--- src/rtl/tlcd_bus_decoder.sv ---
// tlcd_bus_decoder: LCD-side responder for the HD44780-style text-LCD bus.
// Decodes each falling edge of TLCD_E into an instruction or a data write,
// keeps a 2x16 DDRAM shadow, emulates busy time and flags protocol misuse.
module tlcd_bus_decoder #(
    parameter int unsigned BUSY_CYC  = 2,
    parameter int unsigned CLEAR_CYC = 8
) (
    input  logic         CLK,
    input  logic         RESET,
    input  logic         TLCD_E,
    input  logic         TLCD_RS,
    input  logic         TLCD_RW,
    input  logic [7:0]   TLCD_DATA,
    output logic [127:0] TEXT_UPPER,
    output logic [127:0] TEXT_LOWER,
    output logic [6:0]   CURSOR_ADDR,
    output logic         DISP_ON,
    output logic         FUNC_OK,
    output logic         BUSY,
    output logic         ERR_BUSY,
    output logic         ERR_READ,
    output logic [7:0]   WR_CNT
);

    localparam int unsigned MAX_CYC = (CLEAR_CYC > BUSY_CYC) ? CLEAR_CYC : BUSY_CYC;
    localparam int unsigned CNT_W   = (MAX_CYC > 1) ? $clog2(MAX_CYC) : 1;
    localparam int unsigned SHD_W   = 256;

    localparam logic [CNT_W-1:0] BUSY_LOAD  = CNT_W'(BUSY_CYC - 1);
    localparam logic [CNT_W-1:0] CLEAR_LOAD = CNT_W'(CLEAR_CYC - 1);
    localparam logic [SHD_W-1:0] SHD_BLANK  = {32{8'h20}};

    typedef enum logic [1:0] {
        S_IDLE   = 2'd0,
        S_DECODE = 2'd1,
        S_BUSY   = 2'd2
    } state_e;

    state_e             state_q,    state_d;
    logic [CNT_W-1:0]   cnt_q,      cnt_d;
    logic               rs_q,       rs_d;
    logic [7:0]         data_q,     data_d;
    logic [6:0]         cursor_q,   cursor_d;
    logic               id_q,       id_d;
    logic               disp_q,     disp_d;
    logic               func_q,     func_d;
    logic               busy_q,     busy_d;
    logic               err_busy_q, err_busy_d;
    logic               err_read_q, err_read_d;
    logic [7:0]         wr_cnt_q,   wr_cnt_d;
    logic [SHD_W-1:0]   shadow_q,   shadow_d;
    logic               e_q;

    logic               strobe_c;
    logic [4:0]         slot_c;
    logic               visible_c;

    // Next DDRAM address: lines are 0x00-0x27 and 0x40-0x67, wrapping into each other.
    function automatic logic [6:0] step_addr(input logic [6:0] addr, input logic inc);
        logic [6:0] nxt;
        nxt = addr;
        if (inc) begin
            if (addr == 7'h27)      nxt = 7'h40;
            else if (addr == 7'h67) nxt = 7'h00;
            else                    nxt = addr + 7'd1;
        end else begin
            if (addr == 7'h40)      nxt = 7'h27;
            else if (addr == 7'h00) nxt = 7'h67;
            else                    nxt = addr - 7'd1;
        end
        return nxt;
    endfunction

    // Strobe on the falling edge of E as seen by the registered copy.
    assign strobe_c  = e_q & ~TLCD_E;

    // Shadow slot of the current address: line bit plus column; only columns 0-15 are kept.
    assign slot_c    = {cursor_q[6], cursor_q[3:0]};
    assign visible_c = (cursor_q[5:4] == 2'b00);

    // Next-state, decode effects and error flags.
    always_comb begin
        state_d    = state_q;
        cnt_d      = cnt_q;
        rs_d       = rs_q;
        data_d     = data_q;
        cursor_d   = cursor_q;
        id_d       = id_q;
        disp_d     = disp_q;
        func_d     = func_q;
        err_busy_d = err_busy_q;
        err_read_d = err_read_q;
        wr_cnt_d   = wr_cnt_q;
        shadow_d   = shadow_q;

        unique case (state_q)
            S_IDLE: begin
                if (strobe_c) begin
                    if (TLCD_RW) begin
                        err_read_d = 1'b1;
                    end else begin
                        rs_d    = TLCD_RS;
                        data_d  = TLCD_DATA;
                        state_d = S_DECODE;
                    end
                end
            end

            S_DECODE: begin
                if (strobe_c) begin
                    err_busy_d = 1'b1;
                    if (TLCD_RW) err_read_d = 1'b1;
                end
                cnt_d   = BUSY_LOAD;
                state_d = S_BUSY;
                if (rs_q) begin
                    if (visible_c) shadow_d[{~slot_c, 3'b000} +: 8] = data_q;
                    if (wr_cnt_q != 8'hFF) wr_cnt_d = wr_cnt_q + 8'd1;
                    cursor_d = step_addr(cursor_q, id_q);
                end else begin
                    casez (data_q)
                        8'b1???????: cursor_d = data_q[6:0];
                        8'b01??????: ;
                        8'b001?????: func_d = (data_q == 8'h38);
                        8'b0001????: begin
                            if (!data_q[3]) cursor_d = step_addr(cursor_q, data_q[2]);
                        end
                        8'b00001???: disp_d = data_q[2];
                        8'b000001??: id_d = data_q[1];
                        8'b0000001?: begin
                            cursor_d = 7'h00;
                            cnt_d    = CLEAR_LOAD;
                        end
                        8'b00000001: begin
                            shadow_d = SHD_BLANK;
                            cursor_d = 7'h00;
                            id_d     = 1'b1;
                            cnt_d    = CLEAR_LOAD;
                        end
                        default: ;
                    endcase
                end
            end

            S_BUSY: begin
                if (strobe_c) begin
                    err_busy_d = 1'b1;
                    if (TLCD_RW) err_read_d = 1'b1;
                end
                if (cnt_q == '0) state_d = S_IDLE;
                else             cnt_d   = cnt_q - CNT_W'(1);
            end

            default: state_d = S_IDLE;
        endcase

        busy_d = (state_d != S_IDLE);
    end

    // State and datapath registers.
    always_ff @(posedge CLK or posedge RESET) begin
        if (RESET) begin
            state_q    <= S_IDLE;
            cnt_q      <= '0;
            rs_q       <= 1'b0;
            data_q     <= 8'h00;
            cursor_q   <= 7'h00;
            id_q       <= 1'b1;
            disp_q     <= 1'b0;
            func_q     <= 1'b0;
            busy_q     <= 1'b0;
            err_busy_q <= 1'b0;
            err_read_q <= 1'b0;
            wr_cnt_q   <= 8'h00;
            shadow_q   <= SHD_BLANK;
            e_q        <= 1'b0;
        end else begin
            state_q    <= state_d;
            cnt_q      <= cnt_d;
            rs_q       <= rs_d;
            data_q     <= data_d;
            cursor_q   <= cursor_d;
            id_q       <= id_d;
            disp_q     <= disp_d;
            func_q     <= func_d;
            busy_q     <= busy_d;
            err_busy_q <= err_busy_d;
            err_read_q <= err_read_d;
            wr_cnt_q   <= wr_cnt_d;
            shadow_q   <= shadow_d;
            e_q        <= TLCD_E;
        end
    end

    assign TEXT_UPPER  = shadow_q[255:128];
    assign TEXT_LOWER  = shadow_q[127:0];
    assign CURSOR_ADDR = cursor_q;
    assign DISP_ON     = disp_q;
    assign FUNC_OK     = func_q;
    assign BUSY        = busy_q;
    assign ERR_BUSY    = err_busy_q;
    assign ERR_READ    = err_read_q;
    assign WR_CNT      = wr_cnt_q;

endmodule
--- config.mk ---
export PLATFORM = sky130hd
export DESIGN_NAME = tlcd_bus_decoder
export DESIGN_NICKNAME = d
export VERILOG_FILES = /design/src/rtl/tlcd_bus_decoder.sv
export SDC_FILE = /design/constraint.sdc
export NUM_CORES = 1
export LEC_CHECK = 0
export CAP_MARGIN = 10
export CORE_MARGIN = 3
export CORE_UTILIZATION = 52
export CTS_BUF_LIST = sky130_fd_sc_hd__clkbuf_8
export CTS_CLUSTER_DIAMETER = 150
export DETAILED_ROUTE_END_ITERATION = 7
export MAX_ROUTING_LAYER = met4
export PLACE_DENSITY = 0.79
export SYNTH_ARGS = -nofsm -noshare
export SYNTH_HDL_FRONTEND = slang
export SYNTH_SLANG_ARGS = --single-unit
--- constraint.sdc ---
create_clock -name CLK -period 12.62 [get_ports CLK]
set_clock_uncertainty 0.2 [all_clocks]
set_input_delay 1.262 -clock CLK [delete_from_list [all_inputs] [get_ports CLK]]
set_output_delay 1.262 -clock CLK [all_outputs]
set_load 0.1 [all_outputs]
### Yosys cells after proc, flatten, opt, wreduce, memory -nomap -nowiden

Cells that the tools add are included.

* flip-flop bits (word level): 292
* latch bits: 0
* memory bits (writable): 0
* memories: 0
* memory bits (read-only): 0
* output and inout bits: 276

* shift-type cells: 2
* order comparisons: 0
* equal/unequal tests: 16
* multiplexer cells: 22
* multiply operators: 0
* $add $sub $neg: 5
* divide/modulo/power cells: 0
* reductions and logical operators: 22
* bitwise operators: 5

Operators with widths (count)
* $mux 256: 3
* $bwmux 256: 1
* $shift 8x10->256 const A: 1
* $shiftx 8x10->256: 1
* $mux 7: 8
* $reduce_and 3->1: 8
* $pmux 7 s3: 1
* $eq 7x7->1 const B: 2
* $neg 8->10: 1
* $mux 3: 3
* $add 8x1->8 const B: 1
* $eq 8x1->1 const B: 1
* $eq 8x6->1 const B: 1
* $ne 8x8->1 const B: 1
* $reduce_bool 2->1: 4
* $add 7x1->7 const B: 1
* $eq 7x1->1 const B: 1
* $eq 7x6->1 const B: 1
* $logic_not 7->1: 1
* $sub 7x1->7 const B: 1
* $eq 6x1->1 const B: 1
* $mux 2: 3
* $pmux 2 s3: 1
* $pmux 3 s2: 1
* 19 further kinds: 24

### Logic depth before layout (Yosys ltp)

* word-level depth: 7
* gate-level depth with buffers: 10
* mapped depth without buffers: 7

### Worst setup path before layout

No wires, ideal clock.

* path kind: flip-flop to flip-flop
* start point: register cursor_q[0], in the netlist CURSOR_ADDR[0]
* end point: register shadow_q[168]
* slack: 9.347 ns
* stages on the path, launching flop included: 9
* arrival: 3.004 ns
* library setup time: 0.069 ns
* buffers on the path: 2
* cells stage by stage: dfrtp_1 -> buf_4 -> inv_1 -> ha_1 -> clkbuf_1 -> nand3_1 -> or3_4 -> nor2_4 -> a22o_1

* longest elaborated chain between the ends: 6

RTL lines
* start: declaration: line 43 `logic [6:0] cursor_q, cursor_d;`
* start signal: assignment: line 182 `cursor_q <= cursor_d;`
* $not 5->5 *: line 117 `if (visible_c) shadow_d[{~slot_c, 3'b000} +: 8] = data_q;`
* $neg 8->10 *: line 117
* $shiftx 8x10->256 / $shift 8x10->256 (equally long branches): line 117
* $bwmux 256 *: line 117
* $mux 256 *: line 117
* $mux 256 *: line 116 `if (rs_q) begin`
* end signal: assignment: line 190 `shadow_q <= shadow_d;`
* end: declaration: line 51 `logic [SHD_W-1:0] shadow_q, shadow_d;`

Mark *: on every way between the ends. The rest lies on a longest branch, timed or not. The select of a mux whose other input is x is not followed.
A chain may end at the register's enable or synchronous reset.

### Worst setup path in the final report

* start point: register cursor_q[3], in the netlist CURSOR_ADDR[3]
* end point: output CURSOR_ADDR[3]

RTL lines
* end: declaration: line 16 `output logic [6:0] CURSOR_ADDR,`

No word-level cell between the ends.

==> impl_results.md <==
- WL final: 39.9 mm
- Vias in the first global route: 10500
- Core box area: 0.0238 mm²
- Post-CTS Resized: 0
- Area taken by multi-input logic gates: 0.00495 mm²
- Initial core utilization: 0.535
- Family with the most delay on the worst path: buffers and inverters
- Pwr per Cell Area: 253 mW/mm²
- WS Path Type: reg -> out
- Die span in x: 162 µm
- Area grow syn2layout: 32.3%
- Worst EP arrival: 2.67 ns
- Total CTS buffers: 48
- R2R depth: 6
- Detailed placement HPWL: 26.9 mm
- Buffer and inverter count on the worst path: 1
- TritonCTS clock tree: built
- Hold_sp: shadow_q[157]$_DFFE_PP1P_
- Longest Clk Path Bufs: 3
- Hold EP: shadow_q[157]$_DFFE_PP1P_
- Die Y: between 150 and 200 µm
- CP startpoint kind: register
- H-tree depth: 2
- Maximum clock frequency: 0.242 GHz
- Worst r2r dst: shadow_q[10]$_DFFE_PP0P_
- Post-Syn Nets: 1094
- Levels on crit path: 1
- Worst VDD drop: 0.190 mV
- CTS Hold Bufs: 0
- Final count of pins violating max slew: 0
- GRT Util Overall: 0.304
- ANT nets after route: 0
- Register area share after synthesis: 0.578
- CTS root buf: clkbuf_8
- Ports: between 200 and 300
- Post-synthesis cell type count: 80
- Worst-Skew Late Latency: 0.56 ns
- Grt ovf: 0
- Vias: 10700
- Crit-path max FO: 23
- Yosys warns: 0
- Synth Flop Type: dfrtp_1
- Number of buffers added on ports: 288
- Status: complete, no violations
- Final core area utilization: 0.708
- Leak: 7.25 nW
- Max-cap viol count: 0
- Hold Path Class: reg -> reg
- CP Cell Sequence: clkdlybuf4s50_1
- Final Hold Violating Endpoints: 0
- Pin count of the biggest net entering global routing: between 100 and 150
- Routed len/inst: ~23 µm
- 1st-iter DRT viols: 864
- Hold depth: 2
- Fillcell total: 1680
- Slew margin rel.: 0.216
- Initial antenna violation count: 0
- Final period utilization: 0.327
- Post-Syn Area: 0.0127 mm²
- Sum Neg Setup Slack: 0 ns
- Clock transition at the registers of the reported paths: 0.06 ns
- Die area: roughly 0.026 mm²
- RSZ-0062 raised after global routing: no
- First-pass GRT wire length: 61.2 mm
- Post-synthesis async set-or-reset flop share: 1.00
- Setup crit end kind: primary output
- Min Hold Slack: 0.265 ns
- R2R setup slack: 8.71 ns
- FP Rows: 56
- Post CTS Setup Buffer Count: 0
- Pre-antenna DRT Iters: 6
- Final Net Count: 1376
- Fin crit period: 4.13 ns
- Seq cells post-synth: 292
- Synthesized netlist cell count: 1069
- GP Congestion: 0.914
- Critical Path Slowest Stage Cell: clkdlybuf4s50_1
- DR vias/cell: 6.24
- Mean Syn Cell Area: 11.9 µm²
- DRC viols: 0
- Post-synth EDFFs: 0
- FF-to-FF Start: CURSOR_ADDR[0]$_DFFE_PP0P_
- Inserted Diodes: 0
- Slowest Stage Delay on Critical Path: 1.29 ns
- Storage cell area: 0.00735 mm²
- Setup violators final: 0
- Worst slew pin tran: between 1 and 1.5 ns
- Clock Sink Count: 292
- Layout cell share with drive strength beyond 1: 0.128
- Worst Path Required: roughly 11 ns
[sequential cells by signal, summed over array words and instances, names as in the netlist]
signal and cells:
ERR_READ 1, shadow_q 256, FUNC_OK 1, data_q 8, rs_q 1, CURSOR_ADDR 7, id_q 1, state_q 2
DISP_ON 1, e_q 1, BUSY 1, WR_CNT 8, ERR_BUSY 1, cnt_q 3
[worst register-to-register path, stage by stage (launching register included)]
cell and delay [ns]:
dfrtp_1 0.67, ha_1 0.70, xor2_1 0.50, nand2_1 0.33, nor3_2 0.80, and2_0 0.45
a22o_1 0.21
[report_power, final]
group / leakage (nW) / total, W / switching, W / internal, W
Sequential: 3.87 / 0.00129 / 0.000179 / 0.00111
Combinational: 2.78 / 0.00210 / 0.00163 / 0.000475
Clock: 0.600 / 0.000858 / 0.000379 / 0.000479
Total: 7.25 / 0.00425 / 0.00218 / 0.00207
[metal layers]
layer | global-route usage | up-vias | part of all wire
li1 | - | 4637 | -
met1 | 0.423 | 5365 | 0.42
met2 | 0.446 | 580 | 0.45
met3 | 0.0699 | 83 | 0.095
met4 | 0.0989 | 0 | 0.028
met5 | - | - | 0
[cell usage in the layout (no fill, tap or decap), types with 28 or more instances in the layout]
cell / count
clkdlybuf4s50_1: 288
o21ai_0: 45
a22o_1: 136
nand2_1: 70
o2bb2ai_1: 28
clkbuf_8: 58
dfstp_2: 33
nor2_1: 51
a32o_1: 52
inv_1: 56
dfrtp_1: 258
[final cells by class]
class	count	area share
well taps	319	0.0237
clock buffers	58	0.0475
flip-flops and latches	292	0.437
clock inverters	31	0.0127
multi-input cells	675	0.294
inverters	35	0.00826
repair buffers	299	0.176
[worst max-delay path by stage]
stage | startpoint | end | slack (ns)
after floorplan | RESET | BUSY$_DFF_PP0_ | 3.15
final | CURSOR_ADDR[3]$_DFFE_PP0P_ | CURSOR_ADDR[3] | 8.49
after detailed placement | RESET | rs_q$_DFFE_PP0P_ | 7.94
after global routing | RESET | rs_q$_DFFE_PP0P_ | 8.22
after global placement | RESET | rs_q$_DFFE_PP0P_ | 7.93
after CTS | CURSOR_ADDR[3]$_DFFE_PP0P_ | CURSOR_ADDR[3] | 8.49
[synthesized netlist by cell type, types with 7 or more instances]
cell type,number,area (µm²)
nand3_1,26,130
dfrtp_1,259,6480
a22o_1,136,1190
o21ai_2,9,78.8
inv_1,34,128
or3_1,7,43.8
nor3_1,18,90.1
nand2_1,70,263
o2bb2ai_1,28,245
dfstp_2,33,867
and2_1,9,56.3
clkbuf_1,40,150
o211ai_1,8,60.1
a32o_1,52,521
xnor2_1,8,70.1
buf_2,20,100
a21o_1,20,150
a21oi_1,23,115
mux2_2,20,225
ha_1,12,150
nor2_1,51,191
mux2i_1,7,70.1
o21ai_0,45,225
nor3_2,7,70.1
[cell families (layout without fill, tap and decap cells)]
group / count (synthesis) / count (layout) / share of synthesized area
AO/OA/AOI/OAI: 377 / 377 / 0.242
XOR/XNOR: 12 / 12 / 0.00827
adder cells (fa/ha/maj): 12 / 12 / 0.0118
buffers and inverters: 102 / 423 / 0.0333
flip-flops: 292 / 292 / 0.578
multiplexers: 29 / 29 / 0.0250
AND/OR/NAND/NOR: 245 / 245 / 0.102
[through the flow]
stage | power [W] | instances | setup WS, ns | instance area [µm²]
6_report | 0.00425 | 1709 | 8.49 | 16800
5_1_grt | 0.00440 | 1709 | 8.22 | 16800
4_1_cts | 0.00423 | 1709 | 8.49 | 16800
3_5_place_dp | 0.00338 | 1620 | 7.94 | 15800
3_3_place_gp | 0.00335 | 1620 | 7.93 | 15800
2_1_floorplan | 0.00284 | 1069 | 3.15 | 12700
Note: power is estimated with default switching activity, not from simulation.
